--- config.mk ---
export PLATFORM = sky130hd
export DESIGN_NAME = bs_rbtr_rr_bcast
export DESIGN_NICKNAME = d
export VERILOG_FILES = /design/src/rtl/bs_rbtr_pkg.sv /design/src/rtl/bs_rbtr_rr_bcast_rr_pick.sv /design/src/rtl/bs_rbtr_rr_bcast.sv
export SDC_FILE = /design/constraint.sdc
export NUM_CORES = 1
export LEC_CHECK = 0
export BUFFER_PORTS_ARGS = -buffer_cell sky130_fd_sc_hd__buf_2
export CAP_MARGIN = 15
export CORE_MARGIN = 1
export CORE_UTILIZATION = 44
export DETAILED_ROUTE_END_ITERATION = 10
export HOLD_SLACK_MARGIN = 0.12
export PLACE_DENSITY = 0.77
export SETUP_SLACK_MARGIN = 0.4
export SKIP_CTS_REPAIR_TIMING = 1
export SYNTH_ARGS = -nofsm -noshare
export SYNTH_HDL_FRONTEND = slang
export SYNTH_SLANG_ARGS = --single-unit
--- constraint.sdc ---
create_clock -name clk -period 2.8 [get_ports clk]
set_input_delay 0.28 -clock clk [delete_from_list [all_inputs] [get_ports clk]]
set_output_delay 0.28 -clock clk [all_outputs]
set_load 0.05 [all_outputs]
--- src/rtl/bs_rbtr_pkg.sv ---
// rtl/bs_rbtr_pkg.sv - shared types, constants and helpers for the bus arbiter/broadcaster
//   state_t  : IDLE (waiting for a request) / XFER (delivering the latched packet)
//   RR/FIXED : arbitration mode selectors
//   ID_W     : width of the destination ID at the top of each packet
//   get_dest : extracts the destination ID from a packet of a given width
package bs_rbtr_pkg;

  typedef enum logic {
    IDLE = 1'b0,
    XFER = 1'b1
  } state_t;

  localparam int RR        = 0;
  localparam int FIXED     = 1;
  localparam int ID_W      = 8;
  localparam int PKT_MAX_W = 1024;

  // The caller zero-extends its packet to PKT_MAX_W; sz is the real packet width.
  function automatic logic [ID_W-1:0] get_dest(input logic [PKT_MAX_W-1:0] pkt,
                                               input int sz);
    return ID_W'(pkt >> (sz - ID_W));
  endfunction

endpackage

--- src/rtl/bs_rbtr_rr_bcast_rr_pick.sv ---
// rtl/bs_rbtr_rr_bcast_rr_pick.sv - combinational rotating priority encoder
//   req     in  drvrs          request vector
//   ptr     in  clog2(drvrs)   index searched first (ignored in fixed mode)
//   mode    in  1              0 = rotate from ptr, 1 = fixed, index 0 highest
//   gnt_idx out clog2(drvrs)   index of the first request found
//   any     out 1              at least one request present
module rr_pick #(
  parameter int drvrs = 4
) (
  input  logic [drvrs-1:0]         req,
  input  logic [$clog2(drvrs)-1:0] ptr,
  input  logic                     mode,
  output logic [$clog2(drvrs)-1:0] gnt_idx,
  output logic                     any
);

  localparam int IW = $clog2(drvrs);

  int            start;
  int            idx;
  logic [IW-1:0] idx_s;

  always_comb begin
    gnt_idx = '0;
    any     = 1'b0;
    start   = mode ? 0 : int'(ptr);
    idx     = 0;
    idx_s   = '0;
    for (int k = 0; k < drvrs; k++) begin
      // Explicit wrap so non-power-of-two driver counts rotate correctly.
      idx = start + k;
      if (idx >= drvrs) idx = idx - drvrs;
      idx_s = IW'(idx);
      if (!any && req[idx_s]) begin
        any     = 1'b1;
        gnt_idx = idx_s;
      end
    end
  end

endmodule

--- src/rtl/bs_rbtr_rr_bcast.sv ---
// rtl/bs_rbtr_rr_bcast.sv - shared-bus arbiter with unicast/broadcast delivery and drop counting
//   clk      in  1              rising-edge clock
//   reset    in  1              asynchronous active-high reset
//   pndng    in  drvrs          driver FIFO i non-empty
//   D_pop    in  drvrs*pckg_sz  FIFO heads, slice i = driver i
//   pop      out drvrs          pop strobe to the granted driver (combinational, IDLE only)
//   push     out drvrs          push strobes to receivers (registered, XFER cycle)
//   D_push   out drvrs*pckg_sz  receiver data, zero in slices not carrying a packet
//   gnt_id   out clog2(drvrs)   last granted driver
//   busy     out 1              high while in XFER
//   drop     out 1              one-cycle pulse for a discarded packet
//   drop_cnt out cnt_w          saturating count of discarded packets
module bs_rbtr_rr_bcast
  import bs_rbtr_pkg::*;
#(
  parameter int             drvrs     = 4,
  parameter int             pckg_sz   = 16,
  parameter logic [ID_W-1:0] broadcast = 8'hFF,
  parameter int             arb_mode  = 0,
  parameter int             cnt_w     = 16
) (
  input  logic                       clk,
  input  logic                       reset,
  input  logic [drvrs-1:0]           pndng,
  input  logic [drvrs*pckg_sz-1:0]   D_pop,
  output logic [drvrs-1:0]           pop,
  output logic [drvrs-1:0]           push,
  output logic [drvrs*pckg_sz-1:0]   D_push,
  output logic [$clog2(drvrs)-1:0]   gnt_id,
  output logic                       busy,
  output logic                       drop,
  output logic [cnt_w-1:0]           drop_cnt
);

  localparam int IW = $clog2(drvrs);

  state_t                     state;
  state_t                     state_nxt;
  logic [IW-1:0]              ptr;
  logic [IW-1:0]              w;
  logic                       any;
  logic                       grant;
  logic [pckg_sz-1:0]         pkt;
  logic [ID_W-1:0]            dest;
  logic [drvrs-1:0]           push_nxt;
  logic [drvrs*pckg_sz-1:0]   dpush_nxt;
  logic                       drop_nxt;

  rr_pick #(
    .drvrs (drvrs)
  ) u_pick (
    .req     (pndng),
    .ptr     (ptr),
    .mode    (arb_mode == FIXED),
    .gnt_idx (w),
    .any     (any)
  );

  assign grant = (state == IDLE) && any;

  // Winner's FIFO head; this is the packet latched into the output registers.
  always_comb begin
    pkt = '0;
    for (int i = 0; i < drvrs; i++) begin
      if (w == IW'(i)) pkt = D_pop[i*pckg_sz +: pckg_sz];
    end
  end

  assign dest = get_dest(PKT_MAX_W'(pkt), pckg_sz);

  // Delivery decode, evaluated on the grant cycle so push/D_push/drop come
  // straight out of registers during XFER.
  always_comb begin
    push_nxt  = '0;
    dpush_nxt = '0;
    drop_nxt  = 1'b0;
    if (grant) begin
      if (dest == broadcast) begin
        for (int j = 0; j < drvrs; j++) begin
          push_nxt[j] = (IW'(j) != w);
        end
        dpush_nxt = {drvrs{pkt}};
      end else if ((int'(dest) < drvrs) && (dest != ID_W'(w))) begin
        for (int j = 0; j < drvrs; j++) begin
          if (dest == ID_W'(j)) begin
            push_nxt[j]                      = 1'b1;
            dpush_nxt[j*pckg_sz +: pckg_sz]  = pkt;
          end
        end
      end else begin
        drop_nxt = 1'b1;
      end
    end
  end

  // State register
  always_ff @(posedge clk or posedge reset) begin
    if (reset) state <= IDLE;
    else       state <= state_nxt;
  end

  // Next-state logic
  always_comb begin
    state_nxt = state;
    case (state)
      IDLE:    if (any) state_nxt = XFER;
      XFER:    state_nxt = IDLE;
      default: state_nxt = IDLE;
    endcase
  end

  // Combinational outputs
  always_comb begin
    pop  = '0;
    busy = 1'b0;
    case (state)
      IDLE: begin
        for (int i = 0; i < drvrs; i++) begin
          pop[i] = any && (w == IW'(i));
        end
      end
      XFER:    busy = 1'b1;
      default: busy = 1'b0;
    endcase
  end

  // Registered outputs and arbitration pointer. Outside a grant the *_nxt
  // values are zero, so the XFER->IDLE edge clears push/D_push/drop.
  always_ff @(posedge clk or posedge reset) begin
    if (reset) begin
      push     <= '0;
      D_push   <= '0;
      drop     <= 1'b0;
      drop_cnt <= '0;
      gnt_id   <= '0;
      ptr      <= '0;
    end else begin
      push   <= push_nxt;
      D_push <= dpush_nxt;
      drop   <= drop_nxt;
      if (grant) begin
        gnt_id <= w;
        ptr    <= (w == IW'(drvrs - 1)) ? '0 : w + 1'b1;
      end
      if (drop_nxt && (drop_cnt != '1)) drop_cnt <= drop_cnt + 1'b1;
    end
  end

endmodule

==> run_results.csv, run 1 <==
group,metric,value,unit
layout,drive_gt1_share,50.52,%
yosys,syn_area_per_cell,10.79,um2
timing,skew,8.178,ps
power,power,0.004981,W
worst_setup_path,cp_max_fo,8,
floorplan,start_util,45.69,%
yosys,syn_inst,371,
yosys,synth-edff-count,0,
routing,vias,3629,
timing,slew_headroom,36.55,%
layout,multi_input_area,2019,um2
power,power_density,838.8,nW/um2
place,dpl.hpwl,7.871,mm
floorplan,design.core.area,8763,um2
timing,hold_viol_final,0,
global_routing,grt_max_degree,50,
yosys,ys_ff_latch,90,
worst_setup_path,reg2reg_slack,-360,ps
routing,postRouteWirelength,11.40,mm
routing,vias_per_cell,5.275,
routing,first_pass_iters,4,
cts,cts_made_buffers,9,
global_routing,grt_pass1_wl,16.66,mm
global_routing,first_global_vias,3351,
cts,clock_path_buffers,2,
worst_setup_path,path_cells,"nand2b_4 -> a21oi_2 -> a211o_1 -> inv_2 -> ha_4 -> buf_4 -> a22o_1 -> o221a_4 -> xnor2_2 -> o2111a_2 -> buf_6 -> nor3_2 -> mux2_2",
worst_setup_path,slowest_stage,"dfrtp_1",
timing,fin_ws,-359.1,ps
global_routing,grt_remaining_overflow,0,
flow_run,maxCapViolCount,0,
cts,clock_latency,340,ps
worst_setup_path,worst_ep_required_time,3030,ps
worst_setup_path,crit_type,"flip-flop to flip-flop",
cts,tritoncts,"done",
layout,antenna_cells,0,
worst_hold_path,worstHoldPathType,"primary input to asynchronous set/reset pin",
power,p_leak,3.067,nW
power,power_frac_seq,30.2,%
yosys,synth_top_area_share,56.25,%
worst_setup_path,timing.rr.start,"ptr[0]$_DFFE_PP0P_",
power,swShare,43.48,%
place,io_buffers,161,
worst_setup_path,cp-start-kind,"flip-flop",
power,intPower,0.002815,W
worst_setup_path,critPathArrivalTime,3390,ps
global_routing,grt_busiest_layer,"met2",
layout,area_growth_syn_to_layout,48.31,%
layout,instances_no_fill,688,
cts,cts.clk_slew.worst_paths,80,ps
power,ir_drop,0.0005780,V
routing,ant_nets,0,
outcome,status,"complete, but fails checks",
floorplan,dieHeight,97.39,um
cts,root_buffer,"clkbuf_8",
layout,ff_latch_area,2253,um2
cts,htree_levels,3,
yosys,synthFlopType,"dfrtp_1",
worst_setup_path,ff2ff_path_depth,13,
worst_setup_path,r2r_end,"drop_cnt[14]$_DFFE_PP0P_",
global_routing,use_met3,3.525,%
yosys,synth_cell_types,43,
power,combPwrFrac,55.4,%
worst_setup_path,critical_path.max_stage_delay,420,ps
outcome,violations,"negative setup slack",
global_routing,grt_usage,21.72,%
timing,period_share,112.8,%
cts,clock_sinks,90,
worst_setup_path,crit_path_end_kind,"flip-flop",
worst_setup_path,crit_buf_inv,3,
routing,drc_errors,0,
yosys,yosys_warnings,0,
timing,setup_viol,85,
floorplan,num_io_pins,162,
place,dp_cells,655,
layout,nets,653,
yosys,synth_nets,446,
global_routing,gr-usage-met2,37.87,%
yosys,synth_area,4004,um2
yosys,yosysSeqAreaShare,56.25,%
floorplan,die_w,97.39,um
global_routing,antenna_found_initial,0,
worst_setup_path,crit_family,"compound AO/OA/AOI/OAI gates",
layout,fill_cells,667,
floorplan,die_area,9485,um2
floorplan,num_rows,34,
yosys,yosysTopAreaCell,"dfrtp_1",
timing,worst_pin_slew,951.8,ps
timing,fin_crit,3159,ps
power,p_switching,0.002166,W
timing,slew_violations,0,
yosys,ys_async_sr_fraction,100.0,%
global_routing,met1_usage,27.69,%
timing,clock.fmax,0.3165,GHz
routing,drtIter0Drc,143,
place,place.gp.congestion,0.9333,
routing,post_drt_wl_per_cell,16.57,um
timing,rsz0062_at_grt,"true",
power,pwr-share-clk,14.4,%
yosys,synth_area_leaders,"dfrtp_1, and2_1, nor2_1, nand2_1, xor2_1",
## flip-flops by register name, indices dropped and copies added, names as in the netlist
register  count
D_push       64
drop          1
drop_cnt     16
gnt_id        2
ptr           2
push          4
state         1
## cell usage in the layout (no fill, tap or decap), drive strengths merged, types with 9 or more instances in the layout
master	count
buf	215
a221o	9
dfrtp	90
nor2	48
clkbuf	10
o21ai	16
nor4	10
xor2	13
and2	31
nand2	34
## layer usage
layer | vias up | share of wire, %
li1 | 1718 | -
met1 | 1760 | 40
met2 | 134 | 53
met3 | 17 | 5.0
met4 | 0 | 1.7
met5 | - | 0
## area by class of cell
class / count / area share, %
clock buffers: 10 / 2.149
clock inverters: 3 / 0.3371
well taps: 108 / 2.276
multi-input cells: 252 / 34.01
inverters: 10 / 0.8007
flip-flops and latches: 90 / 37.95
repair buffers: 215 / 22.48
## cells by family (layout without fill, tap and decap cells)
| family | Yosys count | after routing | synth area share [%] |
|---|---|---|---|
| adders and majority gates | 5 | 5 | 1.563 |
| DFF | 90 | 90 | 56.25 |
| buffers and inverters | 33 | 238 | 4.312 |
| and+or+nand+nor | 163 | 164 | 21.47 |
| muxes | 2 | 2 | 0.5625 |
| AOI/OAI and AO/OA | 62 | 65 | 12.34 |
| xor gates and xnor gates | 16 | 16 | 3.500 |
## worst max-delay path by stage
stage	from	depth (start not counted)	endpoint
finish	ptr[0]$_DFFE_PP0P_	13	drop_cnt[14]$_DFFE_PP0P_
global route	ptr[0]$_DFFE_PP0P_	13	push[3]$_DFF_PP0_
CTS	ptr[0]$_DFFE_PP0P_	12	drop_cnt[9]$_DFFE_PP0P_
detailed placement	pndng[1]	13	drop_cnt[9]$_DFFE_PP0P_
global placement	pndng[2]	14	drop_cnt[6]$_DFFE_PP0P_
floorplan	pndng[2]	15	drop_cnt[12]$_DFFE_PP0P_
## per-stage QoR
| step | utilization [%] | cell area, um2 | setup TNS (ps) | worst slack (ps) | hold slack, ps |
|---|---|---|---|---|---|
| after floorplan | - | 4068 | -5479 | -160.8 | 513.8 |
| after global placement | 59.17 | 5185 | -24880 | -343.7 | 474.8 |
| after detailed placement | 59.17 | 5185 | -35950 | -502.2 | 480.8 |
| after CTS | 60.85 | 5333 | -33900 | -497.7 | 114.3 |
| after global routing | 67.76 | 5938 | -34720 | -487.0 | 172.1 |
| final | 67.76 | 5938 | -20980 | -359.1 | 88.95 |
## Yosys cell counts (4+ instances only)
cell / n
and2_1: 31
nand4_1: 7
clkbuf_1: 13
a31oi_2: 4
nor4_1: 8
o21ai_0: 16
a221o_1: 9
nand3_1: 6
dfrtp_1: 90
inv_1: 10
nor3_1: 8
nor2_1: 48
nand2b_1: 8
xor2_1: 13
nand2_1: 34
ha_1: 5
a21oi_1: 7
buf_6: 5
o221ai_1: 5
## worst reg2reg max path, cell delays in order (launching register included)
cell	delay, ps
dfrtp_1	420
nand2b_4	160
a21oi_2	120
a211o_1	210
inv_2	100
ha_4	180
buf_4	170
a22o_1	250
o221a_4	270
xnor2_2	160
o2111a_2	310
buf_6	140
nor3_2	200
mux2_2	350
## power by group through the flow
| stage | logic (W) | registers, W | clock network [W] |
|---|---|---|---|
| 2_1_floorplan | 0.00117 | 0.00180 | 0 |
| 3_3_place_gp | 0.00198 | 0.00152 | 0 |
| 3_5_place_dp | 0.00203 | 0.00152 | 0 |
| 4_1_cts | 0.00204 | 0.00150 | 0.000733 |
| 5_1_grt | 0.00294 | 0.00152 | 0.000788 |
| 6_report | 0.00276 | 0.00150 | 0.000720 |
No activity file was read; power rests on OpenSTA's default activity.
==> run 2, diff against run 1 <==
--- a/config.mk
+++ b/config.mk
@@ -5,13 +5,13 @@
 export SDC_FILE = /design/constraint.sdc
 export NUM_CORES = 1
 export LEC_CHECK = 0
-export BUFFER_PORTS_ARGS = -buffer_cell sky130_fd_sc_hd__buf_2
 export CAP_MARGIN = 15
 export CORE_MARGIN = 1
-export CORE_UTILIZATION = 44
+export CORE_UTILIZATION = 50
+export CTS_CLUSTER_SIZE = 24
 export DETAILED_ROUTE_END_ITERATION = 10
+export DONT_BUFFER_PORTS = 1
 export HOLD_SLACK_MARGIN = 0.12
-export PLACE_DENSITY = 0.77
 export SETUP_SLACK_MARGIN = 0.4
 export SKIP_CTS_REPAIR_TIMING = 1
 export SYNTH_ARGS = -nofsm -noshare
==> constraint.sdc (replaced) <==
create_clock -name clk -period 3.9 [get_ports clk]
set_input_delay 0.39 -clock clk [delete_from_list [all_inputs] [get_ports clk]]
set_output_delay 0.39 -clock clk [all_outputs]
set_load 0.05 [all_outputs]
==> run_results.csv, run 2 (same netlist as run 1, synthesis figures left out) <==
group,metric,value,unit
layout,area_growth_syn_to_layout,13.81,%
routing,post_drt_wl_per_cell,20.90,um
worst_setup_path,slowest_stage,"or4_1",
power,power_density,687.1,nW/um2
layout,regMostFlops,"D_push",
global_routing,grt_remaining_overflow,0,
global_routing,grt_pass1_wl,15.36,mm
worst_hold_path,hp-start,"D_pop[48]",
worst_setup_path,crit_path_end_kind,"flip-flop",
floorplan,dieHeight,91.49,um
timing,slew_headroom,54.89,%
power,swShare,45.74,%
layout,final_cell_mix,"dfrtp_1, nor2_1, nand2_1, and2_1, buf_4",
layout,final_common_cell,"dfrtp_1",
power,p_leak,2.090,nW
power,power_frac_seq,41.5,%
routing,vias,2885,
worst_setup_path,critPathArrivalTime,3630,ps
layout,largest_register_ffs,64,
place,place_ws,161.5,ps
cts,cts_made_buffers,9,
worst_hold_path,hold_end,"D_push[48]$_DFF_PP0_",
power,p_switching,0.001432,W
worst_setup_path,reg2reg_slack,500,ps
floorplan,die_w,91.49,um
worst_hold_path,worstHoldPathType,"primary input to flip-flop",
global_routing,grt_max_degree,62,
routing,drtIter0Drc,139,
worst_setup_path,critPathMostFrequentCell,"buf_4",
timing,clock.fmax,0.2944,GHz
worst_setup_path,ff2ff_path_depth,13,
place,io_buffers,0,
layout,nets,458,
cts,htree_levels,3,
worst_setup_path,crit_type,"flip-flop to flip-flop",
routing,ant_nets,0,
timing,skew,8.971,ps
worst_setup_path,crit_buf_inv,2,
power,pwr-share-clk,20.1,%
power,intPower,0.001699,W
worst_setup_path,timing.rr.start,"ptr[0]$_DFFE_PP0P_",
routing,postRouteWirelength,10.24,mm
routing,first_pass_iters,4,
floorplan,num_rows,32,
timing,period_share,87.10,%
floorplan,die_area,8370,um2
worst_setup_path,critical_path.max_stage_delay,550,ps
timing,rsz0062_at_grt,"false",
cts,clock_latency,360,ps
worst_hold_path,whs_path_depth,4,
cts,clock_path_buffers,2,
worst_setup_path,crit_family,"simple AND/OR/NAND/NOR gates",
place,place.gp.congestion,0.8012,
timing,setup_viol,0,
cts,cts.clk_slew.worst_paths,100,ps
global_routing,grt_usage,24.24,%
cts,tritoncts,"done",
cts,root_buffer,"clkbuf_8",
layout,antenna_cells,0,
power,ir_drop,0.0004332,V
timing,hold_viol_final,0,
flow_run,maxCapViolCount,0,
floorplan,start_util,51.81,%
routing,drc_errors,0,
global_routing,antenna_found_initial,0,
timing,worst_pin_slew,676.6,ps
worst_setup_path,cp-start-kind,"flip-flop",
worst_setup_path,crit_cells,13,
worst_setup_path,cp_max_fo,18,
routing,vias_per_cell,5.888,
worst_setup_path,r2r_end,"drop_cnt[6]$_DFFE_PP0P_",
timing,final.setup.tns,0,ps
worst_setup_path,path_cells,"nor2b_1 -> a21o_1 -> a211o_4 -> ha_1 -> nor2b_4 -> buf_4 -> a221o_1 -> o221ai_2 -> nand2b_1 -> nor4_4 -> buf_4 -> or4_1 -> xnor2_1",
layout,fin_util,58.97,%
outcome,status,"finished clean",
layout,drive_gt1_share,18.04,%
power,combPwrFrac,38.5,%
timing,slew_violations,0,
floorplan,num_io_pins,162,
layout,reg.largest.list,"D_push (64), drop_cnt (16), push (4)",
timing,fin_ws,503.1,ps
floorplan,design.core.area,7727,um2
timing,fin_crit,3397,ps
place,dpl.hpwl,6.812,mm
worst_setup_path,worst_ep_required_time,4130,ps
cts,clock_sinks,90,
global_routing,first_global_vias,2760,
==> run 2: cell count changes in the layout (fill, tap and decap cells not counted), moves of 4 or more <==
cell	previous run	this run
buf_2	158	0
buf_4	35	17
buf_6	17	1
nor2_2	8	3
nor4_4	7	3
ha_1	1	5
nor2_1	38	45
nor4_1	1	5
==> run 2: cell type report <==
class	instances	area [um2]
Fill cell	669	3171
Sequential cell	90	2252
Multi-Input combinational cell	250	1732
Timing Repair Buffer	22	209.0
Tap cell	102	127.6
Clock buffer	9	123.9
Clock inverter	7	73.82
Inverter	10	38.79
==> run 2: how the worst max path moves through the flow <==
| stage | start | end |
|---|---|---|
| 6_report | ptr[0]$_DFFE_PP0P_ | drop_cnt[6]$_DFFE_PP0P_ |
| 5_1_grt | ptr[1]$_DFFE_PP0P_ | drop_cnt[1]$_DFFE_PP0P_ |
| 4_1_cts | ptr[0]$_DFFE_PP0P_ | drop_cnt[1]$_DFFE_PP0P_ |
| 3_5_place_dp | pndng[2] | drop_cnt[1]$_DFFE_PP0P_ |
| 3_3_place_gp | pndng[2] | drop_cnt[6]$_DFFE_PP0P_ |
| 2_1_floorplan | pndng[2] | drop_cnt[6]$_DFFE_PP0P_ |
==> run 2: per-stage QoR <==
stage | hold slack (ps) | area, um2 | power (W) | instances
2_1_floorplan | 513.4 | 4004 | 0.002103 | 371
3_3_place_gp | 527.7 | 4080 | 0.002254 | 461
3_5_place_dp | 534.9 | 4080 | 0.002276 | 461
4_1_cts | 140.0 | 4278 | 0.002906 | 477
5_1_grt | 361.5 | 4557 | 0.003308 | 490
6_report | 347.3 | 4557 | 0.003131 | 490
==> run 2: tightest hold or removal path, cell delays in order <==
cell	delay [ps]
nand2_1	40
o21ai_0	70
nand2_1	120
nor2_1	50
==> run 2: power groups by stage <==
stage | clock [W] | sequential, W | combinational, W
floorplan | 0 | 0.00129 | 0.000810
global placement | 0 | 0.00132 | 0.000938
detailed placement | 0 | 0.00132 | 0.000957
CTS | 0.000643 | 0.00130 | 0.000963
global route | 0.000684 | 0.00131 | 0.00131
finish | 0.000628 | 0.00130 | 0.00120
==> run 2: metal layers <==
metal	track usage, %	wire, um	up-vias	share of wire, %
met1	32.32	4233	1413	41
met4	7.275	139	0	1.4
met5	0	0	-	0
li1	-	-	1315	-
met3	8.291	890	13	8.7
met2	37.41	4977	144	49
==> run 3, diff against run 2 <==
--- a/config.mk
+++ b/config.mk
@@ -12,6 +12,7 @@
 export DETAILED_ROUTE_END_ITERATION = 10
 export DONT_BUFFER_PORTS = 1
 export HOLD_SLACK_MARGIN = 0.12
+export RECOVER_POWER = 100
 export SETUP_SLACK_MARGIN = 0.4
 export SKIP_CTS_REPAIR_TIMING = 1
 export SYNTH_ARGS = -nofsm -noshare
==> run_results.csv, run 3 (same netlist as run 1, synthesis figures left out) <==
group,metric,value,unit
worst_setup_path,crit_end,"drop_cnt[6]$_DFFE_PP0P_",
power,combPwrFrac,37.2,%
timing,whs,349.7,ps
cts,clock_sinks,90,
layout,instances_no_fill,490,
outcome,violations,"max-capacitance violations, max-slew violations",
worst_setup_path,timing.rr.start,"ptr[0]$_DFFE_PP0P_",
outcome,status,"complete, but fails checks",
layout,largest_register_ffs,64,
layout,final_cell_mix,"dfrtp_1, nor2_1, nand2_1, and2_1, o21ai_0",
power,pwr-share-clk,20.6,%
timing,setup_viol,0,
layout,area_growth_syn_to_layout,11.16,%
worst_setup_path,cp-start-kind,"flip-flop",
global_routing,grt_max_degree,62,
floorplan,num_io_pins,162,
worst_setup_path,crit_cells,13,
worst_setup_path,critPathArrivalTime,3750,ps
timing,period_share,90.20,%
cts,clock_path_buffers,2,
layout,design_area,4451,um2
global_routing,grt_remaining_overflow,0,
routing,postRouteWirelength,10.22,mm
worst_setup_path,crit_path_end_kind,"flip-flop",
cts,cts.clk_slew.worst_paths,100,ps
cts,htree_levels,3,
timing,slew_headroom,-38.69,%
timing,fin_crit,3518,ps
timing,worst_pin_slew,2080,ps
routing,first_pass_iters,4,
timing,rsz0062_at_grt,"false",
worst_setup_path,reg2reg_slack,380,ps
layout,nets,458,
routing,ant_nets,0,
cts,clock_latency,370,ps
floorplan,design.core.area,7727,um2
floorplan,die_area,8370,um2
worst_setup_path,slowest_stage,"or4_1",
power,power_frac_seq,42.2,%
global_routing,antenna_found_initial,0,
worst_setup_path,critical_path.max_stage_delay,590,ps
routing,vias_per_cell,5.873,
global_routing,first_global_vias,2760,
layout,reg.largest.list,"D_push (64), drop_cnt (16), push (4)",
routing,vias,2878,
worst_setup_path,crit_type,"flip-flop to flip-flop",
place,dp_cells,461,
layout,regMostFlops,"D_push",
cts,tritoncts,"done",
worst_setup_path,crit_family,"simple AND/OR/NAND/NOR gates",
floorplan,die_w,91.49,um
layout,antenna_cells,0,
routing,drtIter0Drc,141,
power,power_density,692.0,nW/um2
power,p_switching,0.001409,W
worst_setup_path,r2r_end,"drop_cnt[6]$_DFFE_PP0P_",
cts,cts_made_buffers,9,
timing,slew_violations,72,
power,swShare,45.75,%
place,place.gp.congestion,0.8012,
layout,multi_input_area,1659,um2
layout,ff_latch_area,2252,um2
worst_hold_path,worstHoldPathType,"primary input to flip-flop",
timing,clock.fmax,0.2843,GHz
global_routing,grt_pass1_wl,15.36,mm
global_routing,grt_usage,24.24,%
worst_setup_path,ff2ff_path_depth,13,
worst_setup_path,path_cells,"nand2b_1 -> a21oi_1 -> a211o_1 -> inv_1 -> ha_1 -> or2_4 -> a221o_1 -> o221ai_2 -> nand2b_1 -> nor4_4 -> clkbuf_2 -> or4_1 -> xnor2_1",
timing,skew,13.46,ps
routing,post_drt_wl_per_cell,20.85,um
timing,final.setup.tns,0,ps
worst_setup_path,critPathMostFrequentCell,"nand2b_1",
floorplan,num_rows,32,
power,intPower,0.001671,W
layout,final_common_cell,"dfrtp_1",
routing,drc_errors,0,
place,place_area,4080,um2
place,io_buffers,0,
layout,fill_cells,689,
worst_setup_path,crit_buf_inv,2,
place,dpl.hpwl,6.812,mm
power,p_leak,2.046,nW
layout,drive_gt1_share,14.95,%
worst_setup_path,cp_max_fo,18,
floorplan,start_util,51.81,%
floorplan,dieHeight,91.49,um
flow_run,maxCapViolCount,2,
timing,hold_viol_final,0,
power,ir_drop,0.0004220,V
worst_setup_path,startpoint,"ptr[0]$_DFFE_PP0P_",
worst_setup_path,worst_ep_required_time,4130,ps
cts,root_buffer,"clkbuf_8",
[run 3: worst min path at each step]
stage	startpoint	end	depth (start not counted)	slack [ps]
after floorplan	ptr[1]$_DFFE_PP0P_	ptr[1]$_DFFE_PP0P_	2	510
after global placement	reset	D_push[19]$_DFF_PP0_	1	530
after detailed placement	reset	D_push[19]$_DFF_PP0_	1	530
after CTS	reset	D_push[56]$_DFF_PP0_	1	140
after global routing	D_pop[54]	D_push[38]$_DFF_PP0_	4	360
final	D_pop[48]	D_push[48]$_DFF_PP0_	4	350
[run 3: worst register-to-register path, cell delays in order (launching register included)]
cell	delay, ps
dfrtp_1	410
nand2b_1	150
a21oi_1	140
a211o_1	230
inv_1	100
ha_1	270
or2_4	320
a221o_1	320
o221ai_2	160
nand2b_1	210
nor4_4	50
clkbuf_2	290
or4_1	600
xnor2_1	140
[run 3: area by class of cell]
type / count / area share (%)
flip-flops and latches: 90 / 50.60
multi-input cells: 250 / 37.28
repair buffers: 22 / 3.936
well taps: 102 / 2.868
clock buffers: 9 / 2.783
clock inverters: 7 / 1.659
inverters: 10 / 0.8715
[run 3: metal layers]
metal  share of wire, %  vias up  wire length (um)  track usage, %
met5                  0        -                 0               0
met1                 42     1424              4282           32.32
met3                8.2       12               834           8.291
li1                   -     1320                 -               -
met4                1.4        0               146           7.275
met2                 48      122              4951           37.41
[run 3: metrics by stage]
stage,utilization (%),power [W],setup slack (ps)
2_1_floorplan,-,0.002103,673.9
3_3_place_gp,52.80,0.002254,318.7
3_5_place_dp,52.80,0.002276,161.5
4_1_cts,55.36,0.002906,227.3
5_1_grt,57.59,0.003247,219.5
6_report,57.59,0.003080,382.0
[run 3: power by group through the flow]
stage	Sequential, W	Clock (W)	Combinational [W]
finish	0.00130	0.000635	0.00115
detailed placement	0.00132	0	0.000957
floorplan	0.00129	0	0.000810
CTS	0.00130	0.000643	0.000963
global placement	0.00132	0	0.000938
global route	0.00131	0.000684	0.00125
